### config.mk
export PLATFORM = sky130hd
export DESIGN_NAME = des_key_schedule_flat
export DESIGN_NICKNAME = d
export VERILOG_FILES = /design/src/rtl/des_pkg.sv /design/src/rtl/des_key_schedule_if.sv /design/src/rtl/des_key_perm.sv /design/src/rtl/des_key_schedule.sv /design/src/flat_wrapper.sv
export SDC_FILE = /design/constraint.sdc
export NUM_CORES = 1
export LEC_CHECK = 0
export ABC_AREA = 1
export CORE_AREA = 2 2 107 109
export DETAILED_ROUTE_END_ITERATION = 10
export DIE_AREA = 0 0 109 111
export GPL_TIMING_DRIVEN = 0
export PLACE_DENSITY = 0.81
export SYNTH_ARGS = -nofsm -noshare
export SYNTH_HDL_FRONTEND = slang
export SYNTH_SLANG_ARGS = --single-unit
### constraint.sdc
create_clock -name clk -period 2.3 [get_ports clk]
set_input_delay 0.46 -clock clk [delete_from_list [all_inputs] [get_ports clk]]
set_output_delay 0.46 -clock clk [all_outputs]
set_load 0.005 [all_outputs]
### src/rtl/des_pkg.sv
// Shared DES key-handling constants: permutation tables, rotation schedule,
// schedule FSM encoding and key/subkey geometry.
package des_pkg;

    localparam int KEY_W    = 64;
    localparam int CD_W     = 56;
    localparam int SUBKEY_W = 48;
    localparam int HALF_W   = 28;
    localparam int ROUNDS   = 16;

    typedef enum logic [1:0] {
        ST_IDLE    = 2'd0,
        ST_COMPUTE = 2'd1,
        ST_PRESENT = 2'd2,
        ST_FINISH  = 2'd3
    } ks_state_e;

    // Table entries use DES bit numbering: bit 1 is the MSB of the source word.
    localparam int unsigned PC1_TAB [CD_W] = '{
        57, 49, 41, 33, 25, 17,  9,  1, 58, 50, 42, 34, 26, 18,
        10,  2, 59, 51, 43, 35, 27, 19, 11,  3, 60, 52, 44, 36,
        63, 55, 47, 39, 31, 23, 15,  7, 62, 54, 46, 38, 30, 22,
        14,  6, 61, 53, 45, 37, 29, 21, 13,  5, 28, 20, 12,  4
    };

    localparam int unsigned PC2_TAB [SUBKEY_W] = '{
        14, 17, 11, 24,  1,  5,  3, 28, 15,  6, 21, 10,
        23, 19, 12,  4, 26,  8, 16,  7, 27, 20, 13,  2,
        41, 52, 31, 37, 47, 55, 30, 40, 51, 45, 33, 48,
        44, 49, 39, 56, 34, 53, 46, 42, 50, 36, 29, 32
    };

    localparam logic [1:0] SHIFT_TAB [ROUNDS] = '{
        2'd1, 2'd1, 2'd2, 2'd2, 2'd2, 2'd2, 2'd2, 2'd2,
        2'd1, 2'd2, 2'd2, 2'd2, 2'd2, 2'd2, 2'd2, 2'd1
    };

    function automatic logic [HALF_W-1:0] rotl28(input logic [HALF_W-1:0] x,
                                                 input logic [1:0] s);
        return (s == 2'd1) ? {x[26:0], x[27]} : {x[25:0], x[27:26]};
    endfunction

    function automatic logic [HALF_W-1:0] rotr28(input logic [HALF_W-1:0] x,
                                                 input logic [1:0] s);
        return (s == 2'd1) ? {x[0], x[27:1]} : {x[1:0], x[27:2]};
    endfunction

endpackage

### src/rtl/des_key_schedule_if.sv
// Key-entry side and subkey-consumer side of the DES key schedule.
interface des_key_schedule_if;
    import des_pkg::*;

    logic [KEY_W-1:0]    key;
    logic                start;
    logic                decrypt;
    logic [SUBKEY_W-1:0] subkey;
    logic                subkey_valid;
    logic                subkey_ready;
    logic [3:0]          round;
    logic                busy;
    logic                done;

    modport master (
        output key, start, decrypt, subkey_ready,
        input  subkey, subkey_valid, round, busy, done
    );

    modport slave (
        input  key, start, decrypt, subkey_ready,
        output subkey, subkey_valid, round, busy, done
    );

endinterface

### src/rtl/des_key_perm.sv
// Combinational DES key permutations: PC-1 (64 -> 56) and PC-2 (56 -> 48).
module des_key_perm
    import des_pkg::*;
(
    input  logic [KEY_W-1:0]    key_i,
    input  logic [CD_W-1:0]     cd_i,
    output logic [CD_W-1:0]     cd0_o,
    output logic [SUBKEY_W-1:0] subkey_o
);

    function automatic logic [CD_W-1:0] pc1(input logic [KEY_W-1:0] k);
        logic [CD_W-1:0] o;
        o = '0;
        for (int i = 0; i < CD_W; i++) begin
            o[6'(CD_W - 1 - i)] = k[6'(KEY_W - PC1_TAB[i])];
        end
        return o;
    endfunction

    function automatic logic [SUBKEY_W-1:0] pc2(input logic [CD_W-1:0] cd);
        logic [SUBKEY_W-1:0] o;
        o = '0;
        for (int i = 0; i < SUBKEY_W; i++) begin
            o[6'(SUBKEY_W - 1 - i)] = cd[6'(CD_W - PC2_TAB[i])];
        end
        return o;
    endfunction

    assign cd0_o    = pc1(key_i);
    assign subkey_o = pc2(cd_i);

endmodule

### src/rtl/des_key_schedule.sv
// Iterative DES key schedule: emits K1..K16 (or K16..K1) one subkey per
// handshake beat, recomputing C/D in place between beats.
module des_key_schedule
    import des_pkg::*;
(
    input  logic              clk,
    input  logic              rst,
    des_key_schedule_if.slave bus
);

    ks_state_e           state_q;
    logic [HALF_W-1:0]   c_q, d_q, c_d, d_d;
    logic [3:0]          r_q;
    logic                dir_q;
    logic                valid_q, busy_q, done_q;
    logic [3:0]          round_q;
    logic [CD_W-1:0]     cd0;
    logic [SUBKEY_W-1:0] subkey;
    logic [3:0]          sidx;
    logic [1:0]          shift;

    des_key_perm u_perm (
        .key_i    (bus.key),
        .cd_i     ({c_q, d_q}),
        .cd0_o    (cd0),
        .subkey_o (subkey)
    );

    // Decrypt undoes the shift that produced the subkey just emitted: s(17-r).
    assign sidx  = dir_q ? 4'(5'd16 - {1'b0, r_q}) : r_q;
    assign shift = SHIFT_TAB[sidx];

    always_comb begin
        c_d = c_q;
        d_d = d_q;
        if (!dir_q) begin
            c_d = rotl28(c_q, shift);
            d_d = rotl28(d_q, shift);
        end else if (r_q != 4'd0) begin
            c_d = rotr28(c_q, shift);
            d_d = rotr28(d_q, shift);
        end
    end

    always_ff @(posedge clk or negedge rst) begin
        if (!rst) begin
            state_q <= ST_IDLE;
            c_q     <= '0;
            d_q     <= '0;
            r_q     <= '0;
            dir_q   <= 1'b0;
            valid_q <= 1'b0;
            busy_q  <= 1'b0;
            done_q  <= 1'b0;
            round_q <= '0;
        end else begin
            case (state_q)
                ST_IDLE: begin
                    if (bus.start) begin
                        c_q     <= cd0[CD_W-1:HALF_W];
                        d_q     <= cd0[HALF_W-1:0];
                        r_q     <= '0;
                        dir_q   <= bus.decrypt;
                        busy_q  <= 1'b1;
                        state_q <= ST_COMPUTE;
                    end
                end
                ST_COMPUTE: begin
                    c_q     <= c_d;
                    d_q     <= d_d;
                    round_q <= dir_q ? 4'd15 - r_q : r_q;
                    valid_q <= 1'b1;
                    state_q <= ST_PRESENT;
                end
                ST_PRESENT: begin
                    if (bus.subkey_ready) begin
                        valid_q <= 1'b0;
                        if (r_q == 4'd15) begin
                            done_q  <= 1'b1;
                            state_q <= ST_FINISH;
                        end else begin
                            r_q     <= r_q + 4'd1;
                            state_q <= ST_COMPUTE;
                        end
                    end
                end
                ST_FINISH: begin
                    done_q  <= 1'b0;
                    busy_q  <= 1'b0;
                    state_q <= ST_IDLE;
                end
                default: state_q <= ST_IDLE;
            endcase
        end
    end

    assign bus.subkey       = subkey;
    assign bus.subkey_valid = valid_q;
    assign bus.round        = round_q;
    assign bus.busy         = busy_q;
    assign bus.done         = done_q;

endmodule

### src/flat_wrapper.sv
// flat-port wrapper written by rule: the top's interface ports become plain ports
module des_key_schedule_flat import des_pkg::*;
  (clk, rst, bus_key, bus_start, bus_decrypt, bus_subkey_ready, bus_subkey, bus_subkey_valid, bus_round, bus_busy, bus_done);
  des_key_schedule_if bus_i ();
  input  logic clk;
  input  logic rst;
  input wire logic [$bits(bus_i.key)-1:0] bus_key;
  input wire logic [$bits(bus_i.start)-1:0] bus_start;
  input wire logic [$bits(bus_i.decrypt)-1:0] bus_decrypt;
  input wire logic [$bits(bus_i.subkey_ready)-1:0] bus_subkey_ready;
  output wire logic [$bits(bus_i.subkey)-1:0] bus_subkey;
  output wire logic [$bits(bus_i.subkey_valid)-1:0] bus_subkey_valid;
  output wire logic [$bits(bus_i.round)-1:0] bus_round;
  output wire logic [$bits(bus_i.busy)-1:0] bus_busy;
  output wire logic [$bits(bus_i.done)-1:0] bus_done;
  assign bus_i.key = bus_key;
  assign bus_i.start = bus_start;
  assign bus_i.decrypt = bus_decrypt;
  assign bus_i.subkey_ready = bus_subkey_ready;
  assign bus_subkey = bus_i.subkey;
  assign bus_subkey_valid = bus_i.subkey_valid;
  assign bus_round = bus_i.round;
  assign bus_busy = bus_i.busy;
  assign bus_done = bus_i.done;
  des_key_schedule u_core (.clk(clk), .rst(rst), .bus(bus_i));
endmodule
; Word-level counts from Yosys, hierarchy flattened
; Memory sizes are Yosys's and may differ from the RTL's.
; Cells that the tools add are included.
; W data, S select, Z words.
[totals]
ff_bits = 70
rom_bits = 32
in_bits = 69
wordCells = 70
n_memories = 1
[mem_list]
columns = name, words, width, rd, rd_clocked_by_memory_dff, write_ports, line_no
row1 = (no name shown), 16, 2, 1, 0, 0, des_key_schedule.sv:31  ; assign shift = SHIFT_TAB[sidx];
[op_classes]
addsub = 3
magnitude_cmp = 1
n_eq_ne = 10
mux = 31
n_bitwise = 1
reduce_logical = 14
[ops]
columns = operator, n
row1 = $mux W28, 10
row2 = $pmux W28 S2, 2
row3 = $mux W4, 5
row4 = $mux W2, 5
row5 = $reduce_bool A2 Y1, 5
row6 = $pmux W2 S4, 1
row7 = $pmux W4 S2, 1
row8 = $reduce_and A2 Y1, 4
row9 = $ne A2 B2 Y1 const B, 3
row10 = $pmux W1 S2, 3
row11 = $reduce_and A3 Y1, 2
row12 = $ge A5 B5 Y1 const B, 1
row13 = $not A4 Y5, 1
row14 = $add A4 B1 Y4 const B, 1
row15 = $eq A2 B1 Y1 const B, 2
row16 = $eq A2 B2 Y1 const B, 2
row17 = $eq A4 B4 Y1 const B, 1
row18 = $mux W1, 4
row19 = $reduce_and A4 Y1, 1
row20 = $reduce_bool A4 Y1, 1
row21 = $sub A1 B4 Y4 const A, 1
row22 = $sub A4 B4 Y4 const A, 1
row23 = $ne A3 B3 Y1 const B, 1
row24 = $logic_not A2 Y1, 1
row25 = $ne A2 B1 Y1 const B, 1

; Depth between registers and ports, before layout
[depth]
word_depth = 11
depth_mapped = 15
mapped_depth_nobuf = 14

; Modules after synthesis
; Synthesis repeated with hierarchy kept, for this count alone.
[hier_totals]
cells_unflattened = 772
area_unflattened_um2 = 5362.6
[modules_own_cells]
columns = module, n_inst, cells_each, area_per_inst_um2, seq_area_each_um2
row1 = des_key_schedule, 1, 667, 4578.1, 1751.7
row2 = des_key_perm, 1, 105, 784.5, 0.0

; Worst setup path before layout
; OpenSTA, ideal clock, no wires.
[synth_path]
path_kind = register -> register
from = register u_core.r_q[0]
to = register u_core.c_q[11]
t_arrival_ns = 1.773
required_time_ns = 2.182
path_slack_ns = 0.409
path_stages_with_launch = 16
period_less_slack_ns = 1.891
cell_sequence = dfrtp_1 > inv_1 > ha_1 > inv_1 > nand2_1 > nand2_1 > nor2_1 > nand2_1 > nand3_4 > nand2_4 > inv_2 > buf_6 > nand2_2 > nand3_1 > nand3_1 > nand2_1
[synth_between]
elab_chain_cells = 11
[synth_lines]
columns = item, line_no
row1 = "start, declared", des_key_schedule.sv:13  ; logic [3:0] r_q;
row2 = "start signal, assigned", des_key_schedule.sv:82  ; r_q <= r_q + 4'd1;
row3 = $sub A1 B4 Y4, des_key_schedule.sv:30  ; assign sidx = dir_q ? 4'(5'd16 - {1'b0, r_q}) : r_q;
row4 = $mux W4, des_key_schedule.sv:30
row5 = $not A4 Y5 (not written as such), des_key_schedule.sv:31
row6 = $mem_v2 Z16 W2, -
row7 = $mux W2 (not written as such) (2 in a row), des_key_schedule.sv:31
row8 = $eq A2 B1 Y1, "des_pkg.sv:40, des_pkg.sv:45"
row9 = $mux W28, des_pkg.sv:45  ; return (s == 2'd1) ? {x[0], x[27:1]} : {x[1:0], x[27:2]};
row10 = $mux W28, des_key_schedule.sv:39  ; end else if (r_q != 4'd0) begin
row11 = $mux W28, des_key_schedule.sv:36  ; if (!dir_q) begin
row12 = $pmux W28 S2, des_key_schedule.sv:57  ; case (state_q)
row13 = "end signal, assigned", des_key_schedule.sv:60  ; c_q <= cd0[CD_W-1:HALF_W];
row14 = "end, declared", des_key_schedule.sv:12  ; logic [HALF_W-1:0] c_q, d_q, c_d, d_d;
; Several ways; a longest one is shown, not always the timed one. The select of a mux whose other input is x is not followed.
; A chain may end at the register's enable or synchronous reset.

; Final worst setup path
[layout_path]
from = register u_core.r_q[1]
to = register u_core.d_q[1]
[layout_between]
elab_chain_cells = 11
[layout_lines]
columns = item, line_no
row1 = $sub A1 B4 Y4, des_key_schedule.sv:30
row2 = $mux W4, des_key_schedule.sv:30
row3 = $not A4 Y5 (not written as such), des_key_schedule.sv:31
row4 = $mem_v2 Z16 W2, -
row5 = $mux W2 (not written as such) (2 in a row), des_key_schedule.sv:31
row6 = $eq A2 B1 Y1, "des_pkg.sv:40, des_pkg.sv:45"
row7 = $mux W28, des_pkg.sv:45
row8 = $mux W28, des_key_schedule.sv:39
row9 = $mux W28, des_key_schedule.sv:36
row10 = $pmux W28 S2, des_key_schedule.sv:57
row11 = "end signal, assigned", des_key_schedule.sv:61  ; d_q <= cd0[HALF_W-1:0];
row12 = "end, declared", des_key_schedule.sv:12
; Several ways; a longest one is shown, not always the timed one. The select of a mux whose other input is x is not followed.

==> reports/qor_table.md <==
| Parameter | Reported | Unit |
| --- | --- | --- |
| Vias post-DR | 5220 | - |
| Largest fanout on the critical path | 10 | - |
| Buffer type at the clock tree root | clkbuf_16 | - |
| GR met3 Demand/Resource | 0.03821 | - |
| Clock tree buffer depth | 2 | - |
| # port buffers | 75 | - |
| Minimum hold slack | 0.1202 | ns |
| Share of the clock period used by the worst path after layout | 0.9445 | - |
| Met2 Usage GRT | 0.3449 | - |
| Transition time of the tightest slew-check pin | 0.6104 | ns |
| Cell Area, Synth | 4830 | sq um |
| Syn Inst Count | 681 | - |
| Maximum number of pins on one net before global-route repair | 71 | - |
| Mean instance size in the synthesized netlist | 7.092 | sq um |
| Type of destination of the critical path | flop | - |
| GR met1 Demand/Resource | 0.3143 | - |
| Number of warnings reported in the yosys synthesis log | 0 | - |
| ANT cells | 0 | - |
| Die Area | 12100 | sq um |
| Shortest period the worst path allows | 2.172 | ns |
| Final non-filler cell total | 934 | - |
| Stages on worst setup path | 12 | - |
| Peak supply drop | 0.9792 | mV |
| Nets | 858 | - |
| Critical-path cell list | inv_2 > ha_1 > inv_1 > nand2_1 > nand2_1 > nand3_1 > nand3_4 > buf_2 > nand3_1 > nand3_1 > nand3_1 > a21oi_1 | - |
| Final worst setup slack | 0.1276 | ns |
| Buffers and inverters on the worst path | 3 | - |
| Path depth of the worst reg2reg path | 12 | - |
| Clk_skew | 0.004662 | ns |
| Most common cell after layout, fill and taps aside | nand3_1 | - |
| Total of flip-flops plus latches after synthesis | 70 | - |
| Layout Area Growth over Synthesis | 27.64 | % |
| Slew Limit Headroom | 0.5931 | - |
| Post-route DRC | 0 | - |
| Overall routed net length | 13680 | microns |
| Latest clock arrival within the worst-skew pair | 0.34 | ns |
| Total half-perimeter wirelength after legalization and detailed placement | 9716 | microns |
| Final count of negative-setup-slack endpoints | 0 | - |
| Worst stage delay on the critical path | 0.44 | ns |
| Wire length of the first global-routing pass | 21840 | microns |
| Number of detailed-route iterations in the first pass | 6 | - |
| Total congestion overflow | 0 | - |
| CTS H-Tree Depth | 3 | - |
| Fraction of final layout cells with drive strength greater than 1 | 0.1568 | - |
| Non-Filler Cell Area, Final | 6165 | sq um |
| Horizontal extent of the die | 109 | microns |
| Overall die height | 111 | microns |
| Cts hold-fix bufs | 0 | - |
| Core area | 11080 | sq um |
| Power density of the placed cells | 1870 | nW/um^2 |
| GRT Resource Usage Total | 0.2253 | - |
| Class of the most critical hold timing path | in2async | - |
| Starting density of the core | 0.4360 | - |
| Drt wl/cell | 14.64 | microns |
| Number of max-cap violations | 0 | - |
| Cts bufs inserted | 9 | - |
| Number of global-route vias before repair | 4602 | - |
| Startpoint type of the worst setup path | flop | - |
| Sequential fraction of the synthesis area | 0.3627 | - |
| Initial antenna violation count | 0 | - |
| Total number of clock tree sinks | 70 | - |
| Count of different cell masters after synthesis | 28 | - |
| Remaining antenna violation count | 0 | - |
| Leakage dissipation | 2.844 | nW |
| Most common cell on crit path | nand3_1 | - |
| Data required, critical path | 2.56 | ns |
| RePlAce Congestion | 0.9074 | - |
| Worst Path Class, Setup | reg2reg | - |
| CTS tree | done | - |
| Max-slew violation count | 0 | - |
| WP data arrival | 2.43 | ns |
| Grt peak-use layer | met2 | - |
| Total placed instance area | 5841 | sq um |
| Worst Setup Slack post-DPL | 0.03082 | ns |
| Timing-limited maximum frequency | 0.4603 | GHz |
| Initial DRC count | 462 | - |
| Vias per inst | 5.589 | - |
| Status | finished clean | - |
| Clock-pin slew on the worst setup and hold paths | 0.06 | ns |
| Ports placed on the boundary | 124 | - |
| Slowest-stage cell, CP | dfrtp_1 | - |
| Number of cells after detailed placement | 915 | - |
| Floorplan row count | 39 | - |
| Critical path's top delay family | simple AND/OR/NAND/NOR gates | - |
| Number of hold-slack violations in the final timing report | 0 | - |
| Commonest cells after routing, fill and taps aside | nand3_1 (241), nand2_1 (109), clkdlybuf4s50_1 (74), dfrtp_1 (69), a21oi_1 (68) | - |
[worst paths after layout]
path                                              from                          end  slack (ns)
setup / recovery             u_core.r_q[1]$_DFFE_PN0P_    u_core.d_q[1]$_DFFE_PN0P_        0.13
hold / removal                                     rst    u_core.d_q[3]$_DFFE_PN0P_        0.12
setup reg to reg             u_core.r_q[1]$_DFFE_PN0P_    u_core.d_q[1]$_DFFE_PN0P_        0.13
hold reg to reg            u_core.bus.busy$_DFFE_PN0P_  u_core.bus.busy$_DFFE_PN0P_        0.49
max in group asynchronous                          rst    u_core.r_q[0]$_DFFE_PN0P_        1.86
min in group clk           u_core.bus.busy$_DFFE_PN0P_  u_core.bus.busy$_DFFE_PN0P_        0.49
[registers in the layout, summed over array words and instances (netlist names)]
register	cells
u_core.bus.done	1
u_core.bus.round	4
u_core.c_q	28
u_core.r_q	4
u_core.bus.busy	1
u_core.bus.subkey_valid	1
u_core.state_q	2
u_core.dir_q	1
u_core.d_q	28
[cell families (layout without fill, tap and decap cells)]
logic type	Yosys count	in the layout	synth area share
and+or+nand+nor	414	414	0.4041
buffers and inverters	114	209	0.1412
AOI/OAI and AO/OA	78	78	0.08161
DFF	70	70	0.3627
adders and majority gates	3	3	0.007773
other	1	16	0.0007765
xor gates and xnor gates	1	1	0.001814
[worst register-to-register path, delay by kind of cell (launching register included)]
kind	cells	cell delay, ns
AND/OR/NAND/NOR	7	0.82
flip-flops	1	0.44
AO/OA/AOI/OAI	1	0.14
adder cells (fa/ha/maj)	1	0.27
buffers and inverters	3	0.43
[synthesized netlist by cell type, drive strengths merged]
cell type  count  area share
xnor2          1      0.0018
a21oi         68       0.070
nand3        246        0.26
nor2          40       0.033
nor3b          1      0.0016
inv           18       0.014
o22ai          1      0.0013
clkbuf        13       0.010
a31oi          2      0.0026
buf           82        0.12
dfrtp         70        0.36
ha             3      0.0078
conb           1     0.00078
nand2        125        0.11
clkinv         1     0.00078
o21ai          7      0.0073
nand4          1      0.0013
nor3           1      0.0010
[power by group]
part / leakage (nW) / internal, mW / switching [mW] / total [mW]
Clock: 0.135 / 0.764 / 0.560 / 1.32
Combinational: 1.86 / 3.24 / 4.53 / 7.77
Sequential: 0.849 / 1.84 / 0.589 / 2.43
[layout make-up]
cell class                      instances  area, sq um
Buffer                                 95        615.6
Tap cell                              143        178.9
Sequential cell                        70         1753
Clock inverter                          6        46.29
Clock buffer                           10        239.0
Fill cell                            1038         4912
Multi-Input combinational cell        512         2462
Inverter                               19        71.32
Timing Repair Buffer                   79        798.3
[stage by stage]
stage	setup TNS [ns]	power [mW]	utilization
6_report	0	11.53	0.5565
3_5_place_dp	0	9.934	0.5273
2_1_floorplan	0	7.756	-
5_1_grt	-0.005840	12.45	0.5565
4_1_cts	0	11.30	0.5530
3_3_place_gp	-120.43	9.827	0.5250
[layer usage]
layer / routed length (microns) / vias to the layer above
met5: 0 / -
met4: 431 / 0
met3: 1161 / 50
met2: 6449 / 287
met1: 5635 / 2389
li1: - / 2494
[timing repair]
| action | in CTS | in global routing |
|---|---|---|
| gates resized for setup | 0 | 7 |
| buffers inserted | 0 | 3 |
| setup endpoints to repair | 0 | 56 |
| endpoints found under the hold margin | 0 | 0 |
Note: power is estimated with default switching activity, not from simulation.
